$ cat src/rtl/instr_mem_controller_pkg.sv
// rtl/instr_mem_controller_pkg.sv - shared state encoding and width defaults for the instruction memory path
package instr_mem_controller_pkg;

  localparam int ADDR_W_DEFAULT  = 8;
  localparam int INSTR_W_DEFAULT = 16;

  typedef enum logic [1:0] {
    ST_LOAD  = 2'd0,
    ST_RUN   = 2'd1,
    ST_FAULT = 2'd2
  } state_t;

endpackage

$ cat src/rtl/instr_mem_controller.sv
// rtl/instr_mem_controller.sv - loads a program into instruction memory, then serves CPU fetches
module instr_mem_controller
  import instr_mem_controller_pkg::*;
#(
  parameter int ADDR_W  = ADDR_W_DEFAULT,
  parameter int INSTR_W = INSTR_W_DEFAULT
) (
  input  logic               clock,
  input  logic               reset,
  input  logic               io_loadValid,
  input  logic [INSTR_W-1:0] io_loadData,
  input  logic               io_loadLast,
  output logic               io_loadReady,
  input  logic               io_restart,
  input  logic               io_fetchReq,
  input  logic [ADDR_W-1:0]  io_fetchAddr,
  output logic               io_fetchValid,
  output logic [INSTR_W-1:0] io_fetchInstr,
  output logic               io_cpuRun,
  output logic               io_fault,
  output logic [ADDR_W:0]    io_loadCount,
  output logic [ADDR_W-1:0]  io_memAddr,
  output logic [INSTR_W-1:0] io_memInstrIn,
  output logic               io_memInstrWrite,
  input  logic [INSTR_W-1:0] io_memInstrOut
);

  localparam logic [ADDR_W-1:0] WPTR_LAST = '1;

  state_t            state;
  logic [ADDR_W-1:0] wptr;
  logic              handshake;

  assign io_loadReady     = (state == ST_LOAD) && !io_restart;
  // Writes are suppressed while reset is held so an abandoned load leaves memory untouched.
  assign handshake        = io_loadValid && io_loadReady && !reset;
  assign io_memInstrWrite = handshake;
  assign io_memInstrIn    = io_loadData;
  assign io_cpuRun        = (state == ST_RUN);
  assign io_fault         = (state == ST_FAULT);

  always_comb begin
    io_memAddr = '0;
    case (state)
      ST_LOAD: io_memAddr = wptr;
      ST_RUN:  io_memAddr = io_fetchAddr;
      default: io_memAddr = '0;
    endcase
  end

  always_ff @(posedge clock) begin
    if (reset) begin
      state         <= ST_LOAD;
      wptr          <= '0;
      io_loadCount  <= '0;
      io_fetchValid <= 1'b0;
      io_fetchInstr <= '0;
    end else if (io_restart) begin
      state         <= ST_LOAD;
      wptr          <= '0;
      io_loadCount  <= '0;
      io_fetchValid <= 1'b0;
    end else begin
      io_fetchValid <= 1'b0;
      case (state)
        ST_LOAD: begin
          if (handshake) begin
            wptr         <= wptr + ADDR_W'(1);
            io_loadCount <= io_loadCount + (ADDR_W+1)'(1);
            // Last word wins even at the top address: a full-size program is legal.
            if (io_loadLast)
              state <= ST_RUN;
            else if (wptr == WPTR_LAST)
              state <= ST_FAULT;
          end
        end
        ST_RUN: begin
          if (io_fetchReq) begin
            io_fetchValid <= 1'b1;
            io_fetchInstr <= io_memInstrOut;
          end
        end
        default: ;
      endcase
    end
  end

endmodule

$ cat config.mk
export PLATFORM = sky130hd
export DESIGN_NAME = instr_mem_controller
export DESIGN_NICKNAME = d
export VERILOG_FILES = /design/src/rtl/instr_mem_controller_pkg.sv /design/src/rtl/instr_mem_controller.sv
export SDC_FILE = /design/constraint.sdc
export NUM_CORES = 1
export LEC_CHECK = 0
export ABC_CLOCK_PERIOD_IN_PS = 2400
export BUFFER_PORTS_ARGS = -buffer_cell sky130_fd_sc_hd__buf_2
export CORE_ASPECT_RATIO = 0.5
export CORE_MARGIN = 2
export CORE_UTILIZATION = 47
export DETAILED_ROUTE_END_ITERATION = 12
export PLACE_DENSITY = 0.85
export SYNTH_ARGS = -nofsm -noshare
export SYNTH_HDL_FRONTEND = slang
export SYNTH_SLANG_ARGS = --single-unit
$ cat constraint.sdc
create_clock -name clock -period 2.4 [get_ports clock]
set_input_delay 0.24 -clock clock [delete_from_list [all_inputs] [get_ports clock]]
set_output_delay 0.24 -clock clock [all_outputs]
set_load 0.05 [all_outputs]
==> impl_metrics.ini <==
[clock_network]
cts.sinks = 36
numCtsBuffers = 5
cts_setup_buffers = 0
cts_resized = 0
htreeDepth = 2
clockBufferDepth = 2
ctsHoldBuffers = 0
clk_pin_slew_ps = 70
cts_tree = yes
clock_latency_ps = 290
cts_root_buffer = clkbuf_8

[pwr]
p_leak_nw = 0.857
p_int_mw = 0.877
ir_drop_mv = 0.301
clockPowerShare_pct = 38.0
p_switching_mw = 0.289
combPwrFrac_pct = 10.0
p_sw_share_pct = 24.8
p_seq_share_pct = 52.0
power.density_nw_per_um2 = 568

[grt]
grtUsageTotal_pct = 17.4
grt_overflow = 0
antenna_found_initial = 0
grt_pass1_vias = 1343
grt_first_pass_wirelength_mm = 5.48
grt_max_degree = 22

[synth]
synth_top_area_share_pct = 41.9
ys_seq_area_share_pct = 41.9
yosys_register_bits = 36
post-synth-top-area-cell = dfxtp_1
synth_nets = 260
synthTopCellsByArea = dfxtp_1 (42%), nand2_1 (9.6%), a21oi_1 (7.8%), buf_4 (7.0%), mux2i_1 (6.4%)
netlist_instances = 212
synth_cell_types = 27
avgSynthCellArea_um2 = 8.12
synth_area_um2 = 1720
yosysWarnings = 0

[finish]
diodes = 0
fillerInstances = 315
multi_input_area_um2 = 803
nets = 308
seqCellArea_um2 = 721
drive_gt1_share_pct = 30.3
final_area_um2 = 2050
post-route-util_pct = 59.2
area_delta_synth_final_pct = 19.3

[critical_path]
crit_buf_inv = 1
crit_path_end_kind = output pin
critPathLaunchType = register
cp-endpoint = io_memInstrWrite
setup.worst_path.start = state[0]$_SDFFE_PP0P_
crit_slowest_cell = or3b_4
reg2regPathDepth = 4
worstReg2RegStart = state[0]$_SDFFE_PP0P_
cp_data_required_time_ps = 2160
cp_max_fo = 13
cp.depth = 3
reg2reg_setup_slack_ps = 750
worstPathArrival_ps = 1430
worstSetupPathType = reg2out
r2r_end = io_fetchInstr[7]$_SDFFE_PP0P_
worstPathCellList = or3b_4 > nor2_1 > buf_2
cp_top_family = simple AND/OR/NAND/NOR gates
slowest_delay_ps = 470

[route]
firstDrtPassIters = 4
drc = 0
drtIter0Drc = 70
viasPerCell = 4.99
avgRoutedWirePerCell_um = 11.8
num_vias = 1558
postRouteAntennaNets = 0
drt_wl_total_mm = 3.68

[sta]
fmax_mhz = 597
period_minus_slack_ps = 1670
hold_viol_final = 0
fin_crit_sh_pct = 69.8
whs_ps = 191
fin_tns_setup_ps = 0
slew_headroom_pct = 53.4
worst_pin_slew_ps = 695
fin_skew_ps = 5.42
setup_viol = 0
final_max_slew_viol_count = 0
rsz0062_at_grt = no

[place]
hpwl_mm = 2.69
place_congestion = 0.825
port_buffers = 67
dpl_cell_area_um2 = 1960

[die]
core_um2 = 3470
row_count = 15
die_h_um = 46.8
die_w_um = 89.6
die_area_um2 = 4190
io_pins = 100
start_util_pct = 49.6

[outcome]
status = completed

[job]
cap_viol_max_count = 0

[min_path]
hp-class = in2reg
==> kinds of logic (layout without fill, tap and decap cells) <==
family | Yosys count | count (layout) | share of synthesized area, %
simple gates | 89 | 89 | 25.1
compound gates | 36 | 36 | 11.3
flops | 36 | 36 | 41.9
buf+inv | 34 | 83 | 11.8
mux | 11 | 11 | 6.40
xor+xnor | 4 | 4 | 2.03
fa+ha+maj | 2 | 2 | 1.45
==> cell usage in the layout (no fill, tap or decap), types with 2 or more instances in the layout <==
cell	instances
a21oi_1	27
buf_2	67
buf_4	3
clkbuf_1	2
clkbuf_8	6
dfxtp_1	36
ha_1	2
inv_1	5
mux2i_1	11
nand2_1	44
nand3_1	2
nand4_1	2
nand4bb_1	3
nor2_1	16
nor2b_1	2
nor3_1	2
nor3b_1	2
nor4_1	3
o21ai_0	4
o31ai_1	4
or3_1	6
or4_1	4
xnor2_1	4
==> worst reg2reg max path, cell delays in order (launching register included) <==
cell       delay (ps)
dfxtp_1           330
buf_4             240
nand4bb_1         600
nand2_1           260
a21oi_1            90
==> Yosys cell counts <==
master / n
clkbuf_1: 10
buf_4: 16
nor3b_1: 2
nor4_1: 3
or4_1: 4
or3_1: 6
a22o_1: 1
nor2b_1: 2
o31ai_1: 4
a21oi_1: 27
nand4bb_1: 3
buf_2: 1
buf_6: 2
nor4bb_1: 1
or3b_4: 1
o21ai_0: 4
dfxtp_1: 36
nand3_1: 2
ha_1: 2
inv_1: 5
nand2_1: 44
nand4_1: 2
nor2_1: 16
nor3_1: 2
or2_2: 1
mux2i_1: 11
xnor2_1: 4
==> power groups by stage <==
stage	logic, mW	registers (mW)	clock network, mW
6_report	0.116	0.607	0.443
5_1_grt	0.126	0.607	0.464
4_1_cts	0.117	0.607	0.450
3_5_place_dp	0.117	0.621	0
3_3_place_gp	0.114	0.621	0
2_1_floorplan	0.138	0.633	0
==> metal layers <==
metal / vias up / GRT usage [%] / wire length (um)
met5: - / 0 / 0
met1: 707 / 18.9 / 1600
met4: 0 / 11.9 / 103
met3: 16 / 4.75 / 187
met2: 39 / 30.7 / 1780
li1: 796 / - / -
==> layout make-up <==
class / count / area share (%)
clock buffers: 8 / 4.38
repair buffers: 70 / 17.4
flip-flops and latches: 36 / 35.1
inverters: 5 / 0.914
well taps: 51 / 3.11
multi-input cells: 142 / 39.1
==> sequential cells by signal (all words and copies together), names as in the netlist <==
signal and count:
state 2, io_fetchValid 1, wptr 8, io_loadCount 9, io_fetchInstr 16
==> stage by stage <==
stage               total power [mW]  std cells  setup WS (ps)
floorplan                      0.771        212            372
global placement               0.735        304            839
detailed placement             0.737        304            765
CTS                             1.17        312            719
global route                    1.20        312            583
finish                          1.17        312            725
==> worst min path at each step <==
stage                                  startpoint                       endpoint  cells after the start
CTS                             io_memInstrOut[3]  io_fetchInstr[3]$_SDFFE_PP0P_                      3
global route                    io_memInstrOut[5]  io_fetchInstr[5]$_SDFFE_PP0P_                      3
finish                          io_memInstrOut[3]  io_fetchInstr[3]$_SDFFE_PP0P_                      3
global placement    io_fetchInstr[9]$_SDFFE_PP0P_  io_fetchInstr[9]$_SDFFE_PP0P_                      2
floorplan                       io_memInstrOut[0]  io_fetchInstr[0]$_SDFFE_PP0P_                      2
detailed placement  io_fetchInstr[2]$_SDFFE_PP0P_  io_fetchInstr[2]$_SDFFE_PP0P_                      2
No activity file was read; power rests on OpenSTA's default activity.
